<file path="src/rtl/alu_arbiter.sv">
// Round-robin arbiter sharing one external ALU between two requesters.
// Registers operands, captures result/flags, returns them with a done pulse.
module alu_arbiter #(
  parameter int WIDTH    = 16,
  parameter int OP_WIDTH = 4
) (
  input  logic                input_CLK,
  input  logic                input_Reset_n,
  input  logic                input_Valid0,
  input  logic [WIDTH-1:0]    input_A0,
  input  logic [WIDTH-1:0]    input_B0,
  input  logic [OP_WIDTH-1:0] input_ALUOp0,
  input  logic                input_Valid1,
  input  logic [WIDTH-1:0]    input_A1,
  input  logic [WIDTH-1:0]    input_B1,
  input  logic [OP_WIDTH-1:0] input_ALUOp1,
  output logic [WIDTH-1:0]    output_A,
  output logic [WIDTH-1:0]    output_B,
  output logic [OP_WIDTH-1:0] output_ALUOp,
  input  logic [WIDTH-1:0]    input_ALU,
  input  logic                input_Zero,
  input  logic                input_Negative,
  input  logic                input_Carry,
  output logic                output_Done0,
  output logic                output_Done1,
  output logic [WIDTH-1:0]    output_Result,
  output logic                output_Zero,
  output logic                output_Negative,
  output logic                output_Carry,
  output logic                output_Error,
  output logic                output_Busy
);

  typedef enum logic [1:0] {
    IDLE,
    ISSUE,
    DONE
  } state_t;

  state_t state_q;
  state_t state_d;

  logic ptr_q;
  logic gnt_q;
  logic err_q;
  logic req_any;
  logic gnt_sel;
  logic op_legal;

  // Pick the winner: a lone requester, or the pointer's side on a tie.
  always_comb begin
    req_any  = input_Valid0 | input_Valid1;
    gnt_sel  = input_Valid1 & (~input_Valid0 | ptr_q);
    op_legal = (output_ALUOp <= OP_WIDTH'(9)) ||
               (output_ALUOp == OP_WIDTH'(12));
  end

  // State register.
  always_ff @(posedge input_CLK) begin
    if (!input_Reset_n) begin
      state_q <= IDLE;
    end else begin
      state_q <= state_d;
    end
  end

  // Next-state: IDLE -> ISSUE -> DONE -> IDLE, one op every three cycles.
  always_comb begin
    state_d = state_q;
    unique case (state_q)
      IDLE:    if (req_any) state_d = ISSUE;
      ISSUE:   state_d = DONE;
      DONE:    state_d = IDLE;
      default: state_d = IDLE;
    endcase
  end

  // Operand latch on grant, result capture in ISSUE, pointer flip in DONE.
  always_ff @(posedge input_CLK) begin
    if (!input_Reset_n) begin
      ptr_q           <= 1'b0;
      gnt_q           <= 1'b0;
      err_q           <= 1'b0;
      output_A        <= '0;
      output_B        <= '0;
      output_ALUOp    <= '0;
      output_Result   <= '0;
      output_Zero     <= 1'b0;
      output_Negative <= 1'b0;
      output_Carry    <= 1'b0;
    end else begin
      unique case (state_q)
        IDLE: begin
          if (req_any) begin
            gnt_q        <= gnt_sel;
            output_A     <= gnt_sel ? input_A1 : input_A0;
            output_B     <= gnt_sel ? input_B1 : input_B0;
            output_ALUOp <= gnt_sel ? input_ALUOp1 : input_ALUOp0;
          end
        end
        ISSUE: begin
          err_q           <= ~op_legal;
          output_Result   <= op_legal ? input_ALU : '0;
          output_Zero     <= op_legal & input_Zero;
          output_Negative <= op_legal & input_Negative;
          output_Carry    <= op_legal & input_Carry;
        end
        DONE: begin
          ptr_q <= ~gnt_q;
        end
        default: begin
        end
      endcase
    end
  end

  // Done/Error are only ever visible in DONE, so they drop with the state.
  always_comb begin
    output_Busy  = (state_q != IDLE);
    output_Done0 = (state_q == DONE) & ~gnt_q;
    output_Done1 = (state_q == DONE) & gnt_q;
    output_Error = (state_q == DONE) & err_q;
  end

endmodule

</file>
<file path="config.mk">
export PLATFORM = sky130hd
export DESIGN_NAME = alu_arbiter
export DESIGN_NICKNAME = d
export VERILOG_FILES = /design/src/rtl/alu_arbiter.sv
export SDC_FILE = /design/constraint.sdc
export NUM_CORES = 1
export LEC_CHECK = 0
export CELL_PAD_IN_SITES_DETAIL_PLACEMENT = 0
export CELL_PAD_IN_SITES_GLOBAL_PLACEMENT = 1
export CORE_UTILIZATION = 23
export DETAILED_ROUTE_END_ITERATION = 6
export PLACE_DENSITY_LB_ADDON = 0.05
export SYNTH_ARGS = -nofsm -noshare
export SYNTH_HDL_FRONTEND = slang
export SYNTH_SLANG_ARGS = --single-unit
export TNS_END_PERCENT = 20
</file>
<file path="constraint.sdc">
create_clock -name input_CLK -period 3.2 [get_ports input_CLK]
set_input_delay 0.32 -clock input_CLK [delete_from_list [all_inputs] [get_ports input_CLK]]
set_output_delay 0.32 -clock input_CLK [all_outputs]
set_load 0.01 [all_outputs]
</file>
==> flow_metrics.tcl <==
set metrics [dict create \
    outcome "complete, no violations" \
    n_antenna_cell 0 \
    hold_path_class "input pin to flip-flop" \
    finClkSkew_ps 6.75 \
    cts_tree "done" \
    dieArea_um2 12700 \
    die_height_um 113 \
    post_dp_cell_area_um2 4430 \
    port_buffers 153 \
    startpoint "input_Valid0" \
    cts_resized 0 \
    wirelength_mm 9.54 \
    synth_most_common_cell "dfxtp_1" \
    vias 2812 \
    hold_viol_final 0 \
    place.gp.congestion 0.749 \
    syn_inst 282 \
    clk_latency_ps 340 \
    min_from "input_Valid1" \
    ys_ff_latch 60 \
    async_flop_share_pct 0 \
    synth.area.top_cells "dfxtp_1 (43%), o311a_1 (13%), o21bai_1 (9.6%)" \
    power.density_nw_per_um2 526 \
    rsz0062_at_grt "no" \
    leakage_nw 1.96 \
    worst_pin_slew_ps 810 \
    root_buffer "clkbuf_16" \
    synth.top_cell.area_share_pct 42.7 \
    drt_iter0_drc 95 \
    setup_tns_ps 0 \
    overflow 0 \
    synth_area_um2 2810 \
    synth_top_cell_by_area "dfxtp_1" \
    synth_flop_cell "dfxtp_1" \
    wl_per_cell_um 16.6 \
    grt_pass1_wl_mm 14.9 \
    critPathCaptureType "flip-flop" \
    start_util_pct 23.5 \
    avgSynthCellArea_um2 9.97 \
    drive_above_1_share_pct 7.75 \
    finish.instance_area_um2 4760 \
    nets 516 \
    grt_use_total_pct 15.5 \
    final_util_pct 39.8 \
    ys_seq_area_share_pct 42.7 \
    post_cts_buffers 0 \
    relSlewSlack_pct 45.9 \
    grt_pass1_vias 2782 \
    synth_common_cells "dfxtp_1 (60), and3_1 (36), o21bai_1 (36), o311a_1 (36)" \
    fp.dieW_um 113 \
    place_ws_ps 820 \
    max_freq_mhz 493 \
    postCtsHoldBufs 0 \
    yosysWarnings 0 \
    grt_start_max_net_pins 58 \
    period_share_pct 63.4 \
    ctsLongestPathBuffers 2 \
    ant_nets 0 \
    setup_slack_ps 1170 \
    drc 0 \
    finalMaxSlewViolations 0 \
    syn_nets 377 \
    min_period_ps 2030 \
    antenna_found_initial 0 \
    areaGrowthSynthToFinish_pct 69.3 \
    critPathRequiredTime_ps 3420 \
    cts.sinks 60 \
    worstPathArrival_ps 2250 \
    crit_type "input pin to flip-flop" \
    peakVddDrop_uv 291 \
    clk_pin_slew_ps 60 \
    regToRegStartpoint "ptr_q$_SDFFE_PN0N_" \
    path_max_fanout 40 \
    h-tree-depth 3 \
    ios 154 \
    drv_cap 0 \
    start_kind "input pin" \
    core_area_um2 12000 \
    synth_edf_count 0 \
    detail_route.vias_per_cell 4.91 \
    ys_types 26 \
    cts_buffers 9 \
    rows 40 \
    drt-pass1-iter-count 4 \
    hpwl_mm 6.06 \
    finalSetupViolCount 0 \
]
## report_power, final
part / internal [mW] / switching, mW / total (mW) / leakage (nW)
clock: 0.685 / 0.377 / 1.06 / 0.152
combinational: 0.342 / 0.237 / 0.579 / 1.31
sequential: 0.821 / 0.0409 / 0.862 / 0.495
## registers in the layout, indices dropped and copies added, names as in the netlist, 2 cells and up
register	count
output_A	16
output_B	16
output_Result	16
output_ALUOp	4
state_q	2
## cell type report
cell class	count	area, um2
fillers	1217	7200
clock inverters	7	101
multi-input cells	186	1460
well taps	147	184
clock buffers	9	225
inverters	4	15.0
flip-flops and latches	60	1200
repair buffers	160	1580
## path summary, 6_finish.rpt
check | slack, ps | endpoint | depth (start not counted)
setup / recovery | 1170 | output_B[0]$_SDFFE_PN0P_ | 5
hold / removal | 440 | gnt_q$_SDFFE_PN0P_ | 3
setup reg to reg | 1350 | output_B[6]$_SDFFE_PN0P_ | 4
hold reg to reg | 460 | err_q$_SDFFE_PN0N_ | 2
## routing by layer
layer	track usage [%]	part of all wire [%]	up-vias
li1	-	-	1369
met1	19.5	45	1334
met5	0	0	-
met4	4.27	1.1	0
met3	6.86	7.7	5
met2	23.9	46	104
## cell families (layout without fill, tap and decap cells)
| logic type | after synthesis | after routing | share of synthesized area [%] |
|---|---|---|---|
| AO/OA/AOI/OAI | 134 | 134 | 40.0 |
| flip-flops | 60 | 60 | 42.7 |
| AND/OR/NAND/NOR | 52 | 52 | 11.3 |
| buffers and inverters | 36 | 180 | 6.05 |
## worst max-delay path, cell delays in order
cell             delay, ps
clkdlybuf4s50_1        620
nand2b_2               460
buf_4                  370
and3_1                 200
o311a_1                280
## cell usage in the layout (no fill, tap or decap)
cell type        synthesis  final
clkinv_4                 0      3
nor3b_1                  1      1
clkdlybuf4s50_1          0    152
o21ai_4                  0      1
a21boi_1                18     18
inv_1                    2      2
nor2_2                   3      2
nand2_1                  1      1
nand3_1                  2      2
and3_1                  36     36
o21bai_1                36     36
nor2b_1                  1      1
nor2_1                   5      5
a22o_1                  19     19
buf_4                    1      7
dfxtp_1                 60     60
bufinv_16                0      2
inv_2                    2      2
a21boi_0                18     18
clkinvlp_4               0      2
a211oi_4                 1      1
nand2b_2                 0      1
nor2_4                   0      1
nand2b_4                 1      1
a21oi_1                  3      3
nand2b_1                 2      1
o21ai_1                  1      1
o311a_1                 36     36
clkbuf_16                0      9
buf_2                   19      1
a21o_1                   1      1
## per-stage QoR
step / hold WS (ps) / cells / power, mW
floorplan: 436 / 282 / 1.15
global placement: 450 / 557 / 1.46
detailed placement: 453 / 557 / 1.46
CTS: 423 / 573 / 2.55
global route: 442 / 573 / 2.63
finish: 435 / 573 / 2.50
Note: power is estimated with default switching activity, not from simulation.
